===== config.mk =====
export PLATFORM = sky130hd
export DESIGN_NAME = seq_signed_divider
export DESIGN_NICKNAME = d
export VERILOG_FILES = /design/src/rtl/seq_signed_divider.sv
export SDC_FILE = /design/constraint.sdc
export NUM_CORES = 1
export LEC_CHECK = 0
export BUFFER_PORTS_ARGS = -buffer_cell sky130_fd_sc_hd__buf_2
export CORE_UTILIZATION = 64
export CTS_CLUSTER_DIAMETER = 120
export DETAILED_ROUTE_END_ITERATION = 16
export PLACE_DENSITY_LB_ADDON = 0.12
export SETUP_SLACK_MARGIN = 0.1
export SLEW_MARGIN = 10
export SYNTH_ARGS = -nofsm -noshare
export SYNTH_HDL_FRONTEND = slang
export SYNTH_SLANG_ARGS = --single-unit

===== constraint.sdc =====
create_clock -name clk -period 8.53 [get_ports clk]
set_input_delay 1.2795 -clock clk [delete_from_list [all_inputs] [get_ports clk]]
set_output_delay 1.2795 -clock clk [all_outputs]
set_load 0.05 [all_outputs]

===== src/rtl/seq_signed_divider.sv =====
// Multi-cycle signed divider: 2*DW-bit dividend by DW-bit divisor, truncating semantics.
// Non-restoring magnitude core; optional saturation of overflow/divide-by-zero via `DIV_SAT_EN.
module seq_signed_divider #(
   parameter int unsigned DW = 8
) (
   input  logic            clk,
   input  logic            rst_n,
   input  logic            start,
   input  logic [2*DW-1:0] dividend,
   input  logic [DW-1:0]   divisor,
   output logic            busy,
   output logic            done,
   output logic [2*DW-1:0] quotient,
   output logic [DW-1:0]   remainder,
   output logic            ovf,
   output logic            dz
);

   localparam int unsigned QW = 2 * DW;
   localparam int unsigned RW = DW + 2;
   localparam int unsigned CW = $clog2(QW);

   typedef enum logic [1:0] {StIdle, StCalc, StFix, StDone} state_e;

   state_e          state_q, state_d;
   logic [CW-1:0]   cnt_q, cnt_d;
   logic [RW-1:0]   r_q, r_d;
   logic [QW-1:0]   q_q, q_d;
   logic [DW:0]     d_q, d_d;
   logic            dvd_neg_q, dvd_neg_d;
   logic            quo_neg_q, quo_neg_d;
   logic            dz_pend_q, dz_pend_d;
   logic            ovf_pend_q, ovf_pend_d;
   logic [QW-1:0]   quotient_q, quotient_d;
   logic [DW-1:0]   remainder_q, remainder_d;
   logic            ovf_q, ovf_d;
   logic            dz_q, dz_d;

   logic [QW-1:0]   dvd_abs;
   logic [DW:0]     dvs_abs;
   logic [RW-1:0]   d_ext, r_shift, r_step, r_fin;
   logic [DW-1:0]   rem_mag;
   logic [QW-1:0]   quo_fix, quo_ovf, quo_dz;

   // |-2^(QW-1)| is exact as a QW-bit unsigned value; the divisor needs the extra bit.
   always_comb begin
      dvd_abs = dividend[QW-1] ? (~dividend + QW'(1)) : dividend;
      dvs_abs = divisor[DW-1] ? ({1'b0, ~divisor} + (DW+1)'(1)) : {1'b0, divisor};
      d_ext   = {1'b0, d_q};
      r_shift = {r_q[RW-2:0], q_q[QW-1]};
      r_step  = r_q[RW-1] ? (r_shift + d_ext) : (r_shift - d_ext);
      r_fin   = r_q[RW-1] ? (r_q + d_ext) : r_q;
      rem_mag = DW'(r_fin);
      quo_fix = quo_neg_q ? (~q_q + QW'(1)) : q_q;
`ifdef DIV_SAT_EN
      quo_ovf = {1'b0, {(QW-1){1'b1}}};
      quo_dz  = dvd_neg_q ? {1'b1, {(QW-1){1'b0}}} : {1'b0, {(QW-1){1'b1}}};
`else
      quo_ovf = quo_fix;
      quo_dz  = '1;
`endif
   end

   always_comb begin
      state_d     = state_q;
      cnt_d       = cnt_q;
      r_d         = r_q;
      q_d         = q_q;
      d_d         = d_q;
      dvd_neg_d   = dvd_neg_q;
      quo_neg_d   = quo_neg_q;
      dz_pend_d   = dz_pend_q;
      ovf_pend_d  = ovf_pend_q;
      quotient_d  = quotient_q;
      remainder_d = remainder_q;
      ovf_d       = ovf_q;
      dz_d        = dz_q;
      unique case (state_q)
         StIdle: begin
            if (start) begin
               dvd_neg_d  = dividend[QW-1];
               quo_neg_d  = dividend[QW-1] ^ divisor[DW-1];
               q_d        = dvd_abs;
               d_d        = dvs_abs;
               r_d        = '0;
               cnt_d      = CW'(QW - 1);
               dz_pend_d  = (divisor == '0);
               ovf_pend_d = (dividend == {1'b1, {(QW-1){1'b0}}}) && (divisor == '1);
               state_d    = (divisor == '0) ? StFix : StCalc;
            end
         end
         StCalc: begin
            // Partial remainder stays in (-d, d); quotient bits shift in behind dividend bits.
            r_d   = r_step;
            q_d   = {q_q[QW-2:0], ~r_step[RW-1]};
            cnt_d = cnt_q - CW'(1);
            if (cnt_q == '0) state_d = StFix;
         end
         StFix: begin
            if (dz_pend_q) begin
               quotient_d  = quo_dz;
               remainder_d = '0;
               ovf_d       = 1'b0;
               dz_d        = 1'b1;
            end else begin
               quotient_d  = ovf_pend_q ? quo_ovf : quo_fix;
               remainder_d = dvd_neg_q ? (~rem_mag + DW'(1)) : rem_mag;
               ovf_d       = ovf_pend_q;
               dz_d        = 1'b0;
            end
            state_d = StDone;
         end
         StDone: state_d = StIdle;
         default: state_d = StIdle;
      endcase
   end

   always_ff @(posedge clk or negedge rst_n) begin
      if (!rst_n) begin
         state_q     <= StIdle;
         cnt_q       <= '0;
         r_q         <= '0;
         q_q         <= '0;
         d_q         <= '0;
         dvd_neg_q   <= 1'b0;
         quo_neg_q   <= 1'b0;
         dz_pend_q   <= 1'b0;
         ovf_pend_q  <= 1'b0;
         quotient_q  <= '0;
         remainder_q <= '0;
         ovf_q       <= 1'b0;
         dz_q        <= 1'b0;
      end else begin
         state_q     <= state_d;
         cnt_q       <= cnt_d;
         r_q         <= r_d;
         q_q         <= q_d;
         d_q         <= d_d;
         dvd_neg_q   <= dvd_neg_d;
         quo_neg_q   <= quo_neg_d;
         dz_pend_q   <= dz_pend_d;
         ovf_pend_q  <= ovf_pend_d;
         quotient_q  <= quotient_d;
         remainder_q <= remainder_d;
         ovf_q       <= ovf_d;
         dz_q        <= dz_d;
      end
   end

   assign busy      = (state_q == StCalc) || (state_q == StFix);
   assign done      = (state_q == StDone);
   assign quotient  = quotient_q;
   assign remainder = remainder_q;
   assign ovf       = ovf_q;
   assign dz        = dz_q;

endmodule


==> run_results.csv, run 1 <==
group,metric,value,unit
synth,synth_area_per_cell,9.099,um^2
drt,vias,3766,
floorplanning,initial_utilization,0.6719,
placed_design,routabilityCongestion,0.9036,
critical_path,critical-path-top-delay-family,"compound AO/OA/AOI/OAI gates",
global_route,grt_overflow,0,
status,run_status,"complete, no violations",
sta,fmax,329.8,MHz
placed_design,place_inst,642,
global_route,grt_pass1_wl,16440,um
global_route,gr-usage-all-layers,0.2814,
floorplanning,die_y,87.16,um
cells_and_area,instances_no_fill,658,
cells_and_area,antenna_cells,0,
critical_path,slowest_stage,"dfrtp_1",
pwr,p_leak,0.002374,uW
synth,synth_cell_types,50,
synth,synth.ff_latch_count,71,
global_route,grt_max_degree,72,
synth,yosys_warnings,0,
hold_path,hold_path_class,"reg -> reg",
drt,drtAntennaViolNets,0,
clock_tree,numCtsBuffers,9,
synth,synth_fp_nets,567,
clock_tree,hold_buffers,0,
floorplanning,die_w,87.16,um
clock_tree,ctsResizeCount,0,
clock_tree,clk_latency,0.36,ns
synth,synth_edf_count,0,
cells_and_area,layout-drive-gt1-share,0.1530,
drt,wl_per_cell,14.80,um
sta,slew_violations,0,
sta,slew_headroom,0.4102,
synth,synth_common_cells,"dfrtp_1, nand2_1, o21ai_0",
drt,drt-initial-drc-count,173,
critical_path,end_kind,"flip-flop",
synth,synth.most_common_cell,"dfrtp_1",
drt,drt_wl_total,9740,um
sta,fin_crit_sh,0.3555,
critical_path,critPathLaunchType,"flip-flop",
sta,period_minus_slack,3.033,ns
critical_path,path_class,"reg -> reg",
global_route,grt_pass1_vias,3502,
cells_and_area,layout.nets,614,
sta,finalSetupViolations,0,
pwr,peakVddDrop,308.6,uV
job,maxCapViolations,0,
synth,yosysTopAreaCell,"dfrtp_1",
drt,drt-pass1-iter-count,5,
placed_design,dp_hpwl,7320,um
critical_path,arrival,3.25,ns
critical_path,critPathBufInv,0,
clock_tree,h-tree-depth,3,
floorplanning,ios,55,
critical_path,crit_top_cell,"a21o_1",
critical_path,path_max_fanout,24,
placed_design,port_buffers,54,
sta,fin_skew,0.01179,ns
floorplanning,rows,30,
synth,synthArstFlopShare,1.000,
clock_tree,cts_tree,"yes",
synth,ys_seq_area_frac,0.3829,
drt,drcViolationCount,0,
floorplanning,die-area,0.007596,mm^2
clock_tree,cts_buffer_depth,2,
pwr,power_density,464.6,mW/mm^2
synth,synth_area,0.004641,mm^2
synth,synth_area_leaders,"dfrtp_1, ha_1, xnor2_1",
sta,finalHoldViolCount,0,
global_route,antenna_found_initial,0,
critical_path,required,8.75,ns
critical_path,crit_chain,"mux2_2 -> ha_1 -> a21o_1 -> a21o_1 -> a21oi_1 -> o21bai_1 -> a21o_1 -> a21oi_1 -> xor2_1 -> o21ai_0",
cells_and_area,areaGrowthSynthToFinish,12.21,%
sta,rsz0062_at_grt,"false",
synth,yosys.area.top_type_share,0.3829,
clock_tree,path_clk_slew,0.08,ns
synth,synthCells,510,
critical_path,slowest_delay,0.92,ns
drt,drt-vias-per-instance,5.723,
sta,worst-slew-pin-transition,0.8847,ns
clock_tree,cts.sinks,71,
synth,synth_flop_cell,"dfrtp_1",
floorplanning,design.core.area,0.006907,mm^2
sta,setup_tns,0,ns
clock_tree,post_cts_buffers,0,
clock_tree,root_buffer,"clkbuf_8",
logic make-up after synthesis:
family | synth area share
xor+xnor | 0.1165
simple gates | 0.1397
mux | 0.03181
compound gates | 0.2095
flops | 0.3829
buf+inv | 0.03559
fa+ha+maj | 0.08412
metrics by stage:
step           cell area (um^2)  setup slack [ns]    util  total power (uW)  hold WS (ns)
3_5_place_dp               4979             5.510  0.7208              2109        0.4633
5_1_grt                    5207             5.267  0.7540              2620        0.5136
3_3_place_gp               4979             5.578  0.7208              2060        0.4613
6_report                   5207             5.497  0.7540              2420        0.4807
2_1_floorplan              4641             5.501       -              1811        0.4556
4_1_cts                    5207             5.540  0.7540              2423        0.4831
worst reg2reg max path: cells and delay by family, from the launching register on:
family	cells	cell delay [ns]
XOR/XNOR	1	0.15
multiplexers	1	0.44
AO/OA/AOI/OAI	7	1.12
flip-flops	1	0.92
adder cells (fa/ha/maj)	1	0.27
layer usage:
| layer | vias to the layer above | share of wire | global-route usage |
|---|---|---|---|
| li1 | 1902 | - | - |
| met1 | 1755 | 0.51 | 0.4115 |
| met2 | 98 | 0.43 | 0.4295 |
| met3 | 11 | 0.041 | 0.03223 |
| met4 | 0 | 0.017 | 0.1088 |
| met5 | - | 0 | 0 |
path summary, 6_finish.rpt:
path                              start      endpoint  slack (ns)  cells past startpoint
min reg2reg                remainder[6]  remainder[6]        0.48                      2
min in group asynchronous         rst_n  remainder[7]        1.13                      2
max                              r_q[9]        r_q[7]        5.50                     10
max reg2reg                      r_q[9]        r_q[7]        5.50                     10
max in group asynchronous         rst_n        r_q[8]        6.82                      2
min                        remainder[6]  remainder[6]        0.48                      2
registers in the layout, summed over array words and instances, names as in the netlist:
name	count
state_q	2
quotient	16
r_q	10
ovf	1
cnt_q	4
quo_neg_q	1
ovf_pend_q	1
remainder	8
dvd_neg_q	1
q_q	16
d_q	9
dz	1
dz_pend_q	1
where the power goes:
part	switching [uW]	internal (uW)
clock	139	169
combinational	866	577
sequential	182	487
cell usage in the layout (no fill, tap or decap), types with 2 or more instances in the layout:
cell type	netlist	layout
dfrtp_1	71	71
nand2_1	61	61
buf_2	0	54
o21ai_0	51	51
xnor2_1	34	34
nor2_1	30	30
a21oi_1	29	29
ha_1	28	28
xor2_1	25	25
inv_1	22	22
o22a_1	15	15
o31ai_1	11	11
nor3_1	9	9
nand2b_1	9	9
nand3_1	9	9
clkbuf_8	0	9
mux2i_1	8	8
o2bb2ai_1	8	8
a21o_1	7	7
nor2b_1	5	5
or3_1	5	5
mux2_2	4	4
o41ai_1	4	4
o21ai_1	4	4
a31oi_1	3	3
or4_1	3	3
buf_4	0	3
nor4_1	2	2
nand4_1	2	2
a21boi_0	3	2
o211ai_1	2	2
and2_1	2	2
nand3b_1	2	2
o21a_1	2	2
fa_1	2	2
clkinv_4	0	2
bufinv_16	0	2
area by class of cell:
type | count | area, um^2
flip-flops and latches | 71 | 1777
repair buffers | 57 | 292.8
well taps | 96 | 120.1
clock buffers | 9 | 123.9
clock inverters | 7 | 105.1
fillers | 565 | 1699
inverters | 23 | 86.33
multi-input cells | 395 | 2703
Power figures use the tool's default switching activity.
==> inputs of run 2 (changes only) <==
ABC_AREA = 1   (was unset)
CORE_UTILIZATION = 59   (was 64)
clock period = 3.1 ns   (was 8.53 ns; I/O delays follow)
==> run 2 against run 1 <==
Compared with the run above: final area up 4.9%; hold slack worse by 0.28 ns; combinational power rose to 3.1 times the previous value; synthesized cell count up 34%; die area up 14%; total power rose to 2.9 times the previous value; via count up 28%; clock skew about the same; critical path depth up 6; maximum frequency up 14%; register-to-register slack worse by 5.1 ns.
==> run_results.csv, run 2 <==
group,metric,value,unit
synth,synth.ff_latch_count,71,
cells_and_area,layout.nets,793,
sta,finalHoldViolCount,0,
clock_tree,h-tree-depth,3,
drt,drtAntennaViolNets,0,
floorplanning,die_y,93.04,um
synth,synthArstFlopShare,1.000,
pwr,power_density,1284,mW/mm^2
pwr,p_sw_frac,0.5419,
critical_path,rr_endpoint,"q_q[0]",
sta,worst-slew-pin-transition,0.7782,ns
pwr,power_frac_comb,0.633,
critical_path,crit_top_cell,"nand2_1",
synth,synth_area,0.004890,mm^2
sta,rsz0062_at_grt,"false",
global_route,grt_pass1_wl,20730,um
global_route,grt_pass1_vias,4350,
cells_and_area,mostFrequentLayoutCells,"nand2_1, inv_1, dfrtp_1, nor2_1, buf_2",
sta,fin_skew,0.01149,ns
floorplanning,rows,32,
sta,fin_crit_sh,0.8582,
clock_tree,cts_buffer_depth,2,
pwr,p_leak,0.002774,uW
drt,drt-pass1-iter-count,6,
pwr,clkPwrFrac,0.118,
floorplanning,die_w,93.04,um
sta,period_minus_slack,2.660,ns
critical_path,critPathCapture,"q_q[0]",
critical_path,path_class,"reg -> reg",
pwr,peakVddDrop,822.4,uV
cells_and_area,register_area,0.001777,mm^2
synth,synth_common_cells,"nand2_1, inv_1, dfrtp_1",
placed_design,routabilityCongestion,1.052,
clock_tree,numCtsBuffers,9,
placed_design,port_buffers,54,
critical_path,r2r_start,"d_q[1]",
drt,vias,4834,
pwr,power.switching,3801,uW
critical_path,arrival,2.90,ns
pwr,internal_power,3213,uW
critical_path,crit_chain,"inv_2 -> ha_1 -> nand2_1 -> o31ai_1 -> nand2_1 -> xor2_1 -> ha_1 -> inv_2 -> nor3_1 -> nand3_1 -> nand3_1 -> inv_1 -> nand2_1 -> nand3_1 -> nand2_1 -> inv_1",
clock_tree,hold_buffers,0,
sta,slew_headroom,0.4812,
pwr,p_seq_frac,0.249,
sta,slew_violations,0,
floorplanning,die-area,0.008656,mm^2
sta,finalSetupViolations,0,
sta,fmax,375.9,MHz
critical_path,slowest_delay,0.44,ns
critical_path,critPathLaunchType,"flip-flop",
clock_tree,clk_latency,0.35,ns
clock_tree,root_buffer,"clkbuf_8",
clock_tree,cts_tree,"yes",
clock_tree,path_clk_slew,0.09,ns
drt,drt-vias-per-instance,5.734,
drt,drt-initial-drc-count,266,
global_route,antenna_found_initial,0,
synth,synthCells,685,
global_route,gr-usage-all-layers,0.3060,
global_route,grt_max_degree,36,
synth,yosys.area.top_type_share,0.3634,
synth,synth_flop_cell,"dfrtp_1",
global_route,grt_overflow,0,
cells_and_area,layout-drive-gt1-share,0.1417,
cells_and_area,multiInputGateArea,0.002643,mm^2
synth,yosys_warnings,0,
critical_path,ff2ff_path_depth,16,
floorplanning,initial_utilization,0.6199,
synth,synth_area_per_cell,7.138,um^2
cells_and_area,fill_cells,667,
drt,drcViolationCount,0,
hold_path,hold_path_class,"in -> async",
placed_design,place_inst,827,
synth,synth_edf_count,0,
floorplanning,ios,55,
status,run_status,"complete, no violations",
synth,yosysTopAreaCell,"dfrtp_1",
clock_tree,post_cts_buffers,0,
cells_and_area,antenna_cells,0,
critical_path,reg2reg_slack,0.44,ns
placed_design,dp_hpwl,9442,um
critical_path,slowest_stage,"dfrtp_1",
synth,synth_area_leaders,"dfrtp_1, nand2_1, ha_1",
synth,synth_fp_nets,742,
cells_and_area,final_common_cell,"nand2_1",
critical_path,path_max_fanout,4,
synth,synth.most_common_cell,"nand2_1",
drt,drt_wl_total,12270,um
clock_tree,cts.sinks,71,
synth,ys_seq_area_frac,0.3634,
cells_and_area,instances_no_fill,843,
critical_path,end_kind,"flip-flop",
job,maxCapViolations,0,
cells_and_area,areaGrowthSynthToFinish,11.75,%
critical_path,crit_path_start,"d_q[1]",
synth,synth_cell_types,39,
floorplanning,design.core.area,0.007888,mm^2
drt,wl_per_cell,14.56,um
critical_path,required,3.34,ns
clock_tree,ctsResizeCount,0,
sta,setup_tns,0,ns
run 2: logic make-up after synthesis:
family          count (synthesis)  synth area share
fa+ha+maj                      30           0.07984
xor+xnor                       20           0.03582
flops                          71            0.3634
buf+inv                       121           0.09621
compound gates                154            0.1784
simple gates                  289            0.2464
run 2: worst max-delay path: cells and delay by family, from the launching register on:
| family | cells | cell delay [ns] |
|---|---|---|
| simple gates | 8 | 0.93 |
| xor+xnor | 1 | 0.16 |
| flops | 1 | 0.44 |
| fa+ha+maj | 2 | 0.46 |
| buf+inv | 4 | 0.23 |
| compound gates | 1 | 0.33 |
run 2: routing by layer:
layer,share of wire,GRT usage
met1,0.46,0.4310
met5,0,0
met3,0.057,0.04553
met2,0.46,0.4816
met4,0.021,0.1077
run 2: how the worst min path moves through the flow:
stage,start,slack (ns),depth (start not counted),endpoint
after floorplan,rst_n,0.17,0,cnt_q[0]
after global placement,quotient[15],0.45,2,quotient[15]
after detailed placement,remainder[3],0.46,2,remainder[3]
after CTS,rst_n,0.21,1,quotient[8]
after global routing,rst_n,0.24,1,quotient[8]
final,rst_n,0.20,1,quotient[8]
run 2: cell type report:
| type | instances | share of cell area |
|---|---|---|
| multi-input combinational | 493 | 0.4836 |
| sequential | 71 | 0.3252 |
| inverter | 100 | 0.06870 |
| timing repair buffer | 61 | 0.05908 |
| tap | 102 | 0.02336 |
| clock buffer | 9 | 0.02267 |
| clock inverter | 7 | 0.01740 |
run 2: metrics by stage:
step | setup WS [ns] | hold slack [ns] | area (um^2) | total power (uW) | util
2_1_floorplan | 0.7165 | 0.1694 | 4890 | 5116 | -
3_3_place_gp | 0.5933 | 0.4515 | 5245 | 6000 | 0.6650
3_5_place_dp | 0.5016 | 0.4604 | 5245 | 6130 | 0.6650
4_1_cts | 0.4618 | 0.2136 | 5464 | 6969 | 0.6927
5_1_grt | 0.1606 | 0.2439 | 5464 | 7661 | 0.6927
6_report | 0.4397 | 0.1962 | 5464 | 7014 | 0.6927
run 2: power groups by stage:
stage	clock network, uW	logic, uW	registers [uW]
floorplan	0	2920	2190
global placement	0	4270	1730
global route	886	4970	1800
CTS	840	4390	1740
finish	829	4440	1750
detailed placement	0	4370	1760
